==> config.mk <==
export PLATFORM = sky130hd
export DESIGN_NAME = seq_restoring_div
export DESIGN_NICKNAME = d
export VERILOG_FILES = /design/src/rtl/seq_restoring_div.sv
export SDC_FILE = /design/constraint.sdc
export NUM_CORES = 1
export LEC_CHECK = 0
export BUFFER_PORTS_ARGS = -buffer_cell sky130_fd_sc_hd__buf_2
export CAP_MARGIN = 20
export CORE_AREA = 2 2 67 69
export CTS_BUF_LIST = sky130_fd_sc_hd__clkbuf_16
export DETAILED_ROUTE_END_ITERATION = 7
export DIE_AREA = 0 0 69 71
export GPL_ROUTABILITY_DRIVEN = 0
export PLACE_DENSITY = 0.82
export SLEW_MARGIN = 30
export SYNTH_ARGS = -nofsm -noshare
export SYNTH_HDL_FRONTEND = slang
export SYNTH_SLANG_ARGS = --single-unit
==> constraint.sdc <==
create_clock -name clk -period 9.3 [get_ports clk]
set_input_delay 0.93 -clock clk [delete_from_list [all_inputs] [get_ports clk]]
set_output_delay 0.93 -clock clk [all_outputs]
set_load 0.03 [all_outputs]
==> src/rtl/seq_restoring_div.sv <==
// rtl/seq_restoring_div.sv - sequential radix-2 restoring unsigned divider
// One quotient bit per clock; divide-by-zero short-circuits straight to DONE.
module seq_restoring_div #(
  parameter int WIDTH = 8
) (
  input  logic             clk,
  input  logic             rst,
  input  logic             start,
  input  logic [WIDTH-1:0] dividend,
  input  logic [WIDTH-1:0] divisor,
  output logic             busy,
  output logic             done,
  output logic [WIDTH-1:0] quotient,
  output logic [WIDTH-1:0] remainder,
  output logic             dbz
);

  localparam int CW = $clog2(WIDTH + 1);

  typedef enum logic [1:0] {IDLE, CALC, DONE} state_t;

  state_t           state;
  state_t           state_nxt;
  logic [CW-1:0]    cnt;
  logic [WIDTH-1:0] dvs;
  logic [WIDTH-1:0] work;
  logic [WIDTH-1:0] prem;
  logic [WIDTH:0]   shifted;
  logic [WIDTH:0]   trial;
  logic             keep;
  logic             last;
  logic [WIDTH-1:0] prem_nxt;
  logic [WIDTH-1:0] work_nxt;

  // work holds the dividend bits still to be consumed; quotient bits shift in behind them
  always_comb begin
    shifted  = {prem, work[WIDTH-1]};
    trial    = shifted - {1'b0, dvs};
    keep     = ~trial[WIDTH];
    prem_nxt = keep ? trial[WIDTH-1:0] : shifted[WIDTH-1:0];
    work_nxt = {work[WIDTH-2:0], keep};
    last     = (cnt == CW'(1));
  end

  always_ff @(posedge clk or posedge rst) begin
    if (rst) state <= IDLE;
    else     state <= state_nxt;
  end

  always_comb begin
    state_nxt = state;
    busy      = (state != IDLE);
    done      = (state == DONE);
    case (state)
      IDLE: if (start) state_nxt = (divisor == '0) ? DONE : CALC;
      CALC: if (last)  state_nxt = DONE;
      DONE: state_nxt = IDLE;
      default: state_nxt = IDLE;
    endcase
  end

  always_ff @(posedge clk or posedge rst) begin
    if (rst) begin
      cnt       <= '0;
      dvs       <= '0;
      work      <= '0;
      prem      <= '0;
      quotient  <= '0;
      remainder <= '0;
      dbz       <= 1'b0;
    end else begin
      case (state)
        IDLE: begin
          if (start) begin
            if (divisor == '0) begin
              quotient  <= '1;
              remainder <= dividend;
              dbz       <= 1'b1;
            end else begin
              work <= dividend;
              dvs  <= divisor;
              prem <= '0;
              cnt  <= CW'(WIDTH);
            end
          end
        end
        CALC: begin
          work <= work_nxt;
          prem <= prem_nxt;
          cnt  <= cnt - CW'(1);
          // visible results only move on the final step so they hold steady during CALC
          if (last) begin
            quotient  <= work_nxt;
            remainder <= prem_nxt;
            dbz       <= 1'b0;
          end
        end
        default: ;
      endcase
    end
  end

endmodule

=== After elaboration in Yosys (flattened, before gate mapping) ===
Index checks and enable logic that the tools add are counted.

* Equal/unequal tests: 7
* Mux-type cells: 26
* $add $sub $neg: 2
* Reduce and logical (&&, ||, !) cells: 8
* Bitwise logic cells: 2

{| class="wikitable"
|+ Operator list
! operator !! count
|-
| 8-bit 2-to-1 mux || 11
|-
| 8-bit case mux with 2 select lines || 4
|-
| 9-bit by 8-bit subtractor with 9-bit output || 1
|-
| 8-bit logical NOT || 1
|-
| 4-bit 2-to-1 mux || 2
|-
| 2-bit inequality test, second input constant || 4
|-
| 4-bit case mux with 2 select lines || 1
|-
| 2-bit 2-to-1 mux || 3
|-
| 3-bit AND reduction || 2
|-
| 4-bit by 1-bit equality test with 1-bit output, second input constant || 1
|-
| 2-bit case mux with 2 select lines || 1
|-
| 4-bit AND reduction || 1
|-
| 2-bit nonzero test || 2
|-
| 4-bit by 1-bit subtractor with 4-bit output, second input constant || 1
|-
| 1-bit 2-to-1 mux || 3
|-
| 2-bit by 1-bit equality test with 1-bit output, second input constant || 1
|-
| 2-bit equality test, second input constant || 1
|-
| 2-bit logical NOT || 1
|-
| 1-bit NOT || 2
|-
| 1-bit case mux with 2 select lines || 1
|-
| 2-bit AND reduction || 1
|}

* Flip-flop bits (word level): 47
* Logic and storage cells: 53
* Input bits: 19

=== Depth between registers and ports, before layout ===
Gate-level depths: netlist of the first run.

* Word-level depth: 4
* Mapped depth: 10
* Gate-level depth less buffers: 10

=== Worst setup path after synthesis of the first run ===
OpenSTA, ideal clock, no wires.

* Kind: reg2reg
* From: reg work[7]
* To: reg remainder[0]
* Buffers on the path: 0
* Stages on the path, launching flop included: 11
* Setup slack: 6.346 ns
* Data arrival time: 2.850 ns
* Required time: 9.196 ns
* Cell sequence: dfrtp_1 > inv_1 > ha_1 > inv_1 > fa_1 > a211oi_2 > nor3_2 > mux2i_1 > a2111oi_4 > mux2_2 > a221oi_1

* Word-level cells in the longest chain between the ends: 4

{| class="wikitable"
|+ Ends and longest elaborated chain
! element !! RTL line !! RTL
|-
| start, declared || 26 || <nowiki>logic [WIDTH-1:0] work;</nowiki>
|-
| start signal, assigned || 80 || <nowiki>work <= dividend;</nowiki>
|-
| start signal, assigned || 88 || <nowiki>work <= work_nxt;</nowiki>
|-
| 9-bit by 8-bit subtractor with 9-bit output || 38 || <nowiki>trial = shifted - {1'b0, dvs};</nowiki>
|-
| 8-bit 2-to-1 mux * || 40 || <nowiki>prem_nxt = keep ? trial[WIDTH-1:0] : shifted[WIDTH-1:0];</nowiki>
|-
| 8-bit 2-to-1 mux * || 92 || <nowiki>if (last) begin</nowiki>
|-
| 8-bit case mux with 2 select lines * || 72 || <nowiki>case (state)</nowiki>
|-
| end signal, assigned || 77 || <nowiki>remainder <= dividend;</nowiki>
|-
| end signal, assigned || 94 || <nowiki>remainder <= prem_nxt;</nowiki>
|-
| end, declared || 14 || <nowiki>output logic [WIDTH-1:0] remainder,</nowiki>
|}

Every way passes the cells marked *; elsewhere a longest branch is shown, timed or not. The select of a mux whose other input is x is not followed.
A chain may end at the register's enable or synchronous reset.

=== Final worst setup path of the first run ===
Ends and elaborated chain as after synthesis.

==> results by group, run 1 <==
Pwr
  • Power Dens Cells: between 400 and 500 nW/um^2
  • Static Leak: around 1.3 nW
  • VDD IR max: just over 200 uV

Timing
  • Setup_tns: 0 ns
  • RSZ-0062 raised after global routing: false
  • # setup viols final: 0
  • F_max: 301 MHz
  • Worst-Margin Slew: about 0.81 ns
  • Min Tclk post-route: 3.32 ns
  • Final period util: 0.357
  • Final Hold Vio Count: 0
  • Final Skew: 0.00654 ns
  • Relative slew slack: 0.461
  • Max Slew Vio Count: 0
  • Final hold slack: just under 0.5 ns

Finish
  • Nets@finish: between 300 and 400
  • Share of cells above drive strength 1: 0.205
  • Area Overhead vs Synth: 15.8%
  • Register area: 1180 sq um
  • Commonest non-fill, non-tap cell in the layout: nand2_1
  • Fill cell total of the finished layout: 352
  • ANT cells: 0
  • Multi-input logic area: 1170 sq um
  • Most frequent cells in the layout: 50 x nand2_1, 47 x dfrtp_1, 37 x buf_2

Hold path
  • WHS Endpoint: quotient[6]
  • Worst Hold Class: reg2reg
  • Hold depth: 1
  • Worst Hold Launch: quotient[6]

Critical path
  • Setup crit end kind: register
  • Worst R2R Path Depth: 10
  • Internal reg-to-reg setup slack: between 5 and 6 ns
  • Critical path launch point type: register
  • Reg-to-reg startpoint: work[7]
  • Crit path from: work[7]
  • CP required: between 9 and 10 ns
  • Reg2reg end: remainder[0]
  • Worst EP arrival: between 3 and 4 ns
  • Critical-path maximum fanout: 10
  • Critical setup path kind: reg2reg

Floorplan
  • Chip height: approximately 71 microns
  • Io pins: 38
  • Initial Util: 0.577
  • Area of the core: between 4000 and 5000 sq um
  • FP Rows: 24
  • Die X: between 60 and 70 microns
  • Die ar.: between 4000 and 5000 sq um

Logic synthesis
  • Post-Synthesis Cells: ~260
  • Syn Nets: 286
  • Average cell area after synthesis: between 9 and 10 sq um
  • Cell Area, Synth: between 2000 and 2500 sq um
  • Flops & latches, synth: 47
  • Asr flop ratio synth: 1.00
  • EDFF count, synth: 0
  • Ys Warns: 0
  • Sequential area share after synthesis: 0.485
  • Main synth FF type: dfrtp_1
  • Synth cell types: 38

GRT
  • Total congestion overflow: 0
  • GRT Util Overall: 0.230
  • Largest net degree at the start of global routing: between 40 and 50
  • Vias in the first global route: about 1900
  • First-pass GRT wire length: 8.76 mm
  • Initial antenna violation count: 0

Clock tree
  • CTS Root Cell: clkbuf_16
  • CTS Buf Count: 5
  • Clk slew on worst S/H paths: roughly 0.06 ns
  • Worst-Skew Late Latency: just under 0.3 ns
  • Postcts setup bufs: 0
  • CTS sink count: 47
  • Hold-fix buffers at CTS: 0
  • Resized cells post-CTS: 0
  • CTS tree: yes
  • H-tree level count: 2
  • Longest Clk Path Bufs: 2

Drt
  • Vias after detailed routing: approximately 2000
  • Final wirelength: 5.31 mm
  • Initial DRC Count: 134
  • Antenna viol nets, final: 0
  • DR WL/cell: roughly 15 microns
  • Vias per inst: roughly 5.7
  • DR DRC count: 0
  • DRT Pass-1 Iters: 4

Placed design
  • PortBufs: 37
  • Detail Placement HPWL: between 3 and 4 mm

Outcome
  • Status: finished, final reports clean

Job
  • Max Cap Violations: 0
-- synthesized netlist by cell type (4+ instances only) --
library cell	number	area (sq um)
mux2_2	6	67.6
a21oi_1	17	85.1
o21ai_0	22	110
nor2_1	20	75.1
o22a_1	4	35.0
clkbuf_1	9	33.8
mux2i_1	7	70.1
inv_1	14	52.6
nand2_1	50	188
ha_1	10	125
a21o_1	9	67.6
dfrtp_1	47	1180
-- flip-flops by register name, indices dropped and copies added, names as in the netlist --
signal / flops
cnt: 4
dbz: 1
dvs: 8
prem: 8
quotient: 8
remainder: 8
state: 2
work: 8
-- per-stage QoR --
step           cells  worst slack, ns  area (sq um)  utilization  power, mW
2_1_floorplan    256             6.35          2420            -      0.902
3_3_place_gp     338             6.04          2660        0.633       1.04
3_5_place_dp     338             5.93          2660        0.633       1.06
4_1_cts          345             5.97          2800        0.666       1.25
5_1_grt          345             5.76          2810        0.668       1.34
6_report         345             5.98          2810        0.668       1.25
-- worst max path at each step --
stage	end	slack, ns	depth (start not counted)
floorplan	remainder[0]	6.35	10
global placement	remainder[5]	6.04	7
detailed placement	remainder[7]	5.93	7
CTS	remainder[0]	5.97	10
global route	remainder[0]	5.76	10
finish	remainder[0]	5.98	10
-- where the power goes --
group | leakage, nW | switching (mW) | total [mW] | internal (mW)
combinational | 0.714 | 0.425 | 0.709 | 0.284
sequential | 0.554 | 0.0632 | 0.367 | 0.304
clock | 0.0696 | 0.0734 | 0.171 | 0.0980
-- layout make-up --
cell class / count / area share
Tap cell: 52 / 0.0232
Multi-Input combinational cell: 186 / 0.418
Inverter: 14 / 0.0192
Timing Repair Buffer: 39 / 0.0713
Sequential cell: 47 / 0.419
Clock buffer: 5 / 0.0446
Clock inverter: 2 / 0.00490
-- per-layer routing --
metal,up-vias,share of wire,global-route usage
li1,961,-,-
met1,943,0.46,0.305
met2,48,0.48,0.376
met3,9,0.041,0.0442
met4,0,0.019,0.0915
met5,-,0,0
-- critical path, cell delays in order (launching register included) --
cell,delay (ns)
dfrtp_1,0.39
inv_1,0.10
ha_1,0.19
inv_1,0.07
fa_1,0.42
a211oi_2,0.34
nor3_2,0.10
mux2i_1,0.16
a2111oi_4,0.76
mux2_2,0.42
a221oi_1,0.28
-- cells by family (layout without fill, tap and decap cells) --
family,Yosys count,after routing,synth area share
XOR/XNOR,5,5,0.0181
multiplexers,13,13,0.0568
AO/OA/AOI/OAI,66,66,0.179
AND/OR/NAND/NOR,91,91,0.166
flip-flops,47,47,0.485
adder cells (fa/ha/maj),11,11,0.0599
buffers and inverters,23,60,0.0356
No activity file was read; power rests on OpenSTA's default activity.
==> run 2: changes to the inputs <==
--- a/config.mk
+++ b/config.mk
@@ -7,12 +7,12 @@
 export LEC_CHECK = 0
 export BUFFER_PORTS_ARGS = -buffer_cell sky130_fd_sc_hd__buf_2
 export CAP_MARGIN = 20
-export CORE_AREA = 2 2 67 69
+export CORE_AREA = 2 2 72 74
 export CTS_BUF_LIST = sky130_fd_sc_hd__clkbuf_16
 export DETAILED_ROUTE_END_ITERATION = 7
-export DIE_AREA = 0 0 69 71
+export DIE_AREA = 0 0 74 76
 export GPL_ROUTABILITY_DRIVEN = 0
-export PLACE_DENSITY = 0.82
+export PLACE_DENSITY = 0.75
 export SLEW_MARGIN = 30
 export SYNTH_ARGS = -nofsm -noshare
 export SYNTH_HDL_FRONTEND = slang
==> constraint.sdc (replaced) <==
create_clock -name clk -period 2.65 [get_ports clk]
set_input_delay 0.265 -clock clk [delete_from_list [all_inputs] [get_ports clk]]
set_output_delay 0.265 -clock clk [all_outputs]
set_load 0.03 [all_outputs]
==> results by group, run 2 (synthesis results as in run 1) <==
Hold path
  • Worst Hold Class: in2async

Placed design
  • PortBufs: 37 (unchanged)
  • Post-DP Area: 2780 sq um (+4.3%)
  • Pre-CTS setup slack: -0.125 ns (-6.05 ns)
  • Detail Placement HPWL: 3.84 mm (+5.3%)
  • Placed Instances: 366 (+8.3%)

GRT
  • Largest net degree at the start of global routing: 48 (unchanged)
  • Met2 GRT Util: 0.332 (-0.0439)
  • Met3 usage: 0.0476 (+0.00346)
  • Top Usage Layer GRT: met2
  • Initial antenna violation count: 0 (unchanged)
  • First-pass GRT wire length: 9.30 mm (+6.1%)
  • Vias in the first global route: 1930 (+2.9%)
  • GRT Util Overall: 0.213 (-0.0168)
  • Total congestion overflow: 0 (unchanged)
  • Met1 usage: 0.301 (-0.00467)

Finish
  • Area Overhead vs Synth: 24.5%
  • Fin area: 3020 sq um (+7.5%)
  • Nets@finish: 339 (+5.0%)
  • Commonest non-fill, non-tap cell in the layout: nand2_1
  • Multi-input logic area: 1230 sq um (+4.7%)
  • ANT cells: 0 (unchanged)
  • Final cell count without fillers: 380 (+10%)
  • Register area: 1180 sq um (unchanged)
  • Most frequent cells in the layout: 50 x nand2_1, 47 x dfrtp_1, 37 x buf_2
  • Share of cells above drive strength 1: 0.268 (+0.0630)
  • Fill cell total of the finished layout: 415 (+18%)

Clock tree
  • CTS sink count: 47 (unchanged)
  • CTS Buf Count: 5 (unchanged)
  • Worst-Skew Late Latency: 0.29 ns (about the same)
  • CTS Root Cell: clkbuf_16
  • H-tree level count: 2 (unchanged)
  • Clk slew on worst S/H paths: 0.06 ns (about the same)
  • Longest Clk Path Bufs: 2 (unchanged)
  • CTS tree: yes
  • Hold-fix buffers at CTS: 0 (unchanged)

Floorplan
  • Chip height: 76 microns (+7.0%)
  • Io pins: 38 (unchanged)
  • Die X: 74 microns (+7.2%)
  • Die ar.: 5620 sq um (+15%)
  • Area of the core: 4910 sq um (+17%)
  • Initial Util: 0.494 (-0.0832)
  • FP Rows: 26 (+8.3%)

Timing
  • Final Worst Setup Slack: -0.0136 ns (-5.99 ns)
  • F_max: 375 MHz (+25%)
  • Final Skew: 0.00426 ns (-0.00228 ns)
  • Final period util: 1.01 (+0.648)
  • Final Hold Vio Count: 0 (unchanged)
  • RSZ-0062 raised after global routing: true
  • Min Tclk post-route: 2.66 ns (-0.659 ns)
  • Worst-Margin Slew: 0.648 ns (-0.160 ns)
  • Final hold slack: 0.0399 ns (-0.449 ns)
  • # setup viols final: 1 (+1)
  • Relative slew slack: 0.567 (+0.105)
  • Max Slew Vio Count: 0 (unchanged)

Pwr
  • Tot Pwr: 4.94 mW (+300%)
  • Sw frac: 0.431 (-0.0196)
  • Reg power frac: 0.260 (-0.034)
  • Pint: 2.82 mW (+310%)
  • Clock share of power: 0.126 (-0.011)
  • Power Dens Cells: 1640 nW/um^2 (+270%)
  • Gate power share: 0.614 (+0.045)
  • VDD IR max: 1040 uV (+410%)
  • Reported net switching power: 2.13 mW (+280%)
  • Static Leak: 1.43 nW (+7.2%)

Drt
  • DR DRC count: 0 (unchanged)
  • Initial DRC Count: 131 (-2.2%)
  • DRT Pass-1 Iters: 5 (+1)
  • Vias after detailed routing: 2005 (+2.2%)
  • Antenna viol nets, final: 0 (unchanged)
  • Final wirelength: 5.53 mm (+4.1%)
  • Vias per inst: 5.28 (-7.2%)
  • DR WL/cell: 14.6 microns (-5.5%)

Outcome
  • Failing checks: setup timing
  • Status: finished, violations left

Critical path
  • Critical path launch point type: register
  • Reg2reg end: remainder[0]
  • CP required: 2.84 ns (-6.65 ns)
  • Worst EP arrival: 2.86 ns (-0.65 ns)
  • Critical setup path kind: reg2reg
  • Worst R2R Path Depth: 11 (+1)
  • Reg-to-reg startpoint: work[7]
  • Setup crit end kind: register
  • Internal reg-to-reg setup slack: -0.01 ns (-5.99 ns)
  • Critical-path maximum fanout: 3 (-7)

Job
  • Max Cap Violations: 0 (unchanged)
## run 2: critical path: stages (launching register included)
cell       delay (ns)
dfrtp_1          0.39
inv_2            0.08
ha_4             0.13
inv_2            0.03
fa_2             0.36
a211oi_4         0.25
nor3_2           0.09
mux2i_2          0.17
a2111oi_4        0.27
buf_4            0.19
mux2_4           0.31
a221oi_2         0.27
## run 2: what timing repair did
action                                  in CTS  in global routing
gates cloned                                 0                  0
resized for setup                            1                 12
pin swaps                                    2                  3
buffers inserted                             2                  4
endpoints found under the setup margin      11                 17
## run 2: how the worst max path moves through the flow
stage,start,end,cells after the start
after floorplan,work[7],remainder[0],10
after global placement,work[7],remainder[0],11
after detailed placement,work[7],remainder[3],11
after CTS,work[7],remainder[4],11
after global routing,work[7],remainder[0],11
final,work[7],remainder[0],11
## run 2: layout make-up
type	count	share of cell area
Multi-Input combinational cell	186	0.407
Sequential cell	47	0.390
Timing Repair Buffer	55	0.109
Clock buffer	5	0.0415
Tap cell	70	0.0290
Inverter	14	0.0182
Clock inverter	3	0.00580
## run 2: layer usage
metal	share of wire	wire length, microns	vias up
li1	-	-	981
met2	0.48	2650	46
met3	0.045	251	6
met5	0	0	-
met1	0.46	2550	972
met4	0.015	83	0
## run 2: power groups by stage
stage	clock (mW)	sequential (mW)	combinational, mW
5_1_grt	0.663	1.33	3.34
3_3_place_gp	0	1.28	2.62
4_1_cts	0.631	1.28	2.75
2_1_floorplan	0	1.47	1.75
6_report	0.622	1.29	3.04
3_5_place_dp	0	1.29	2.68
## run 2: metrics by stage
stage	setup TNS [ns]	utilization
3_5_place_dp	-0.509	0.565
4_1_cts	-0.00153	0.599
5_1_grt	-0.368	0.614
3_3_place_gp	-0.0184	0.565
6_report	-0.0136	0.614
2_1_floorplan	-0.443	-
==> run 3: changes to the inputs <==
--- a/config.mk
+++ b/config.mk
@@ -7,12 +7,12 @@
 export LEC_CHECK = 0
 export BUFFER_PORTS_ARGS = -buffer_cell sky130_fd_sc_hd__buf_2
 export CAP_MARGIN = 20
-export CORE_AREA = 2 2 72 74
-export CTS_BUF_LIST = sky130_fd_sc_hd__clkbuf_16
+export CORE_AREA = 2 2 71 73
+export CTS_BUF_LIST = sky130_fd_sc_hd__clkbuf_2 sky130_fd_sc_hd__clkbuf_4 sky130_fd_sc_hd__clkbuf_8
 export DETAILED_ROUTE_END_ITERATION = 7
-export DIE_AREA = 0 0 74 76
+export DIE_AREA = 0 0 73 75
 export GPL_ROUTABILITY_DRIVEN = 0
-export PLACE_DENSITY = 0.75
+export PLACE_DENSITY = 0.77
 export SLEW_MARGIN = 30
 export SYNTH_ARGS = -nofsm -noshare
 export SYNTH_HDL_FRONTEND = slang
==> results by group, run 3 (synthesis results as in run 1) <==
Outcome
  • Status: finished, final reports clean

Finish
  • Area Overhead vs Synth: 19.8%
  • Share of cells above drive strength 1: 0.258 (-0.00957)
  • Most frequent cells in the layout: 50 x nand2_1, 47 x dfrtp_1, 37 x buf_2
  • Nets@finish: 335 (-1.2%)
  • Fill cell total of the finished layout: 385 (-7.2%)
  • Commonest non-fill, non-tap cell in the layout: nand2_1
  • Fin area: 2900 sq um (-3.8%)
  • ANT cells: 0 (unchanged)
  • Final Util: 0.623 (+0.00872)

Timing
  • F_max: 391 MHz (+4.1%)
  • Setup_tns: 0 ns (+0.0136 ns)
  • RSZ-0062 raised after global routing: true
  • Final Hold Vio Count: 0 (unchanged)
  • Max Slew Vio Count: 0 (unchanged)
  • # setup viols final: 0 (-1)
  • Relative slew slack: 0.572 (+0.00515)
  • Worst-Margin Slew: 0.641 ns (-0.00771 ns)
  • Final Skew: 0.00547 ns (+0.00120 ns)
  • Min Tclk post-route: 2.56 ns (-0.104 ns)
  • Final period util: 0.966 (-0.0393)

Clock tree
  • H-tree level count: 2 (unchanged)
  • CTS Root Cell: clkbuf_8
  • CTS sink count: 47 (unchanged)
  • Clk slew on worst S/H paths: 0.08 ns (+0.02 ns)
  • CTS Buf Count: 5 (unchanged)
  • Worst-Skew Late Latency: 0.30 ns (about the same)
  • Hold-fix buffers at CTS: 0 (unchanged)
  • Longest Clk Path Bufs: 2 (unchanged)
  • CTS tree: yes

GRT
  • Initial antenna violation count: 0 (unchanged)
  • Largest net degree at the start of global routing: 48 (unchanged)
  • Total congestion overflow: 0 (unchanged)
  • First-pass GRT wire length: 8.75 mm (-5.9%)
  • Vias in the first global route: 1862 (-3.5%)
  • GRT Util Overall: 0.208 (-0.00492)

Critical path
  • Worst EP arrival: 2.78 ns (-0.08 ns)
  • Critical-path maximum fanout: 2 (-1)
  • Setup crit end kind: register
  • CP required: 2.87 ns (+0.03 ns)
  • Critical setup path kind: reg2reg
  • Internal reg-to-reg setup slack: 0.09 ns (+0.10 ns)
  • Critical path launch point type: register

Floorplan
  • Chip height: 75 microns (-1.3%)
  • Die X: 73 microns (-1.4%)
  • Die ar.: 5480 sq um (-2.6%)
  • FP Rows: 25 (-3.8%)
  • Area of the core: 4660 sq um (-5.1%)
  • Initial Util: 0.520 (+0.0266)
  • Io pins: 38 (unchanged)

Drt
  • DRT Pass-1 Iters: 4 (-1)
  • Initial DRC Count: 127 (-3.1%)
  • Final wirelength: 5.23 mm (-5.4%)
  • DR DRC count: 0 (unchanged)
  • Top layer in use: met4
  • Vias after detailed routing: 1995 (-0.50%)
  • M1 wire length: 2.37 mm (-7.1%)
  • DR WL/cell: 14.5 microns (-0.17%)
  • DR WL met3: 226 microns (-10%)
  • DR WL met2: 2.56 mm (-3.4%)
  • Antenna viol nets, final: 0 (unchanged)
  • Vias per inst: 5.54 (+5.0%)

Pwr
  • Static Leak: 1.39 nW (-3.0%)
  • Power Dens Cells: 1570 nW/um^2 (-3.9%)
  • Tot Pwr: 4.57 mW (-7.5%)
  • VDD IR max: 789 uV (-24%)

Hold path
  • Worst Hold Class: in2async

Job
  • Max Cap Violations: 0 (unchanged)

Placed design
  • Post-DP Area: 2730 sq um (-1.5%)
  • Detail Placement HPWL: 3.72 mm (-3.3%)
  • PortBufs: 37 (unchanged)
==> run 3: final timing paths <==
path | startpoint | to | cells past startpoint
max | work[7] | remainder[0] | 11
min | rst | cnt[1] | 2
max in group asynchronous | rst | dvs[3] | 2
min in group clk | divisor[2] | dvs[2] | 3
min reg2reg | quotient[6] | quotient[6] | 1
max reg2reg | work[7] | remainder[0] | 11
==> run 3: what timing repair did <==
| item | 4_1_cts | 5_1_grt |
|---|---|---|
| resized for setup | 0 | 10 |
| pin swaps | 2 | 0 |
| endpoints found under the setup margin | 4 | 9 |
| setup buffers | 2 | 3 |
==> run 3: where the power goes <==
part | total, mW | switching, mW | leakage (nW) | internal, mW
combinational | 2.83 | 1.56 | 0.785 | 1.27
clock | 0.462 | 0.238 | 0.0519 | 0.224
sequential | 1.28 | 0.219 | 0.554 | 1.06
==> run 3: critical path, cell delays in order, from the launching register on <==
cell,delay (ns)
dfrtp_1,0.40
inv_2,0.08
ha_4,0.13
inv_2,0.03
fa_2,0.35
a211oi_4,0.25
nor3_2,0.09
mux2i_2,0.18
a2111oi_4,0.24
buf_4,0.18
mux2_4,0.30
a221oi_2,0.25
==> run 3: through the flow <==
| step | worst slack, ns | instances | hold slack, ns |
|---|---|---|---|
| global route | -0.0307 | 360 | 0.0675 |
| detailed placement | -0.0668 | 347 | 0.363 |
| CTS | 0.0609 | 357 | 0.0360 |
| finish | 0.0905 | 360 | 0.0204 |
| global placement | 0.0145 | 347 | 0.458 |
| floorplan | -0.185 | 256 | 0.382 |
==> run 3: final cells by class <==
type                       instances  area [sq um]  share of cell area
tap                               54          67.6              0.0233
timing repair buffer              51           294               0.101
sequential                        47          1180               0.405
inverter                          14          55.1              0.0190
multi-input combinational        186          1210               0.417
clock buffer                       7          90.1              0.0310
clock inverter                     1          8.76             0.00302
==> run 3: metal layers <==
metal,up-vias,GRT usage
met5,-,0
met4,0,0.0761
met3,6,0.0375
met2,52,0.335
met1,958,0.285
li1,979,-
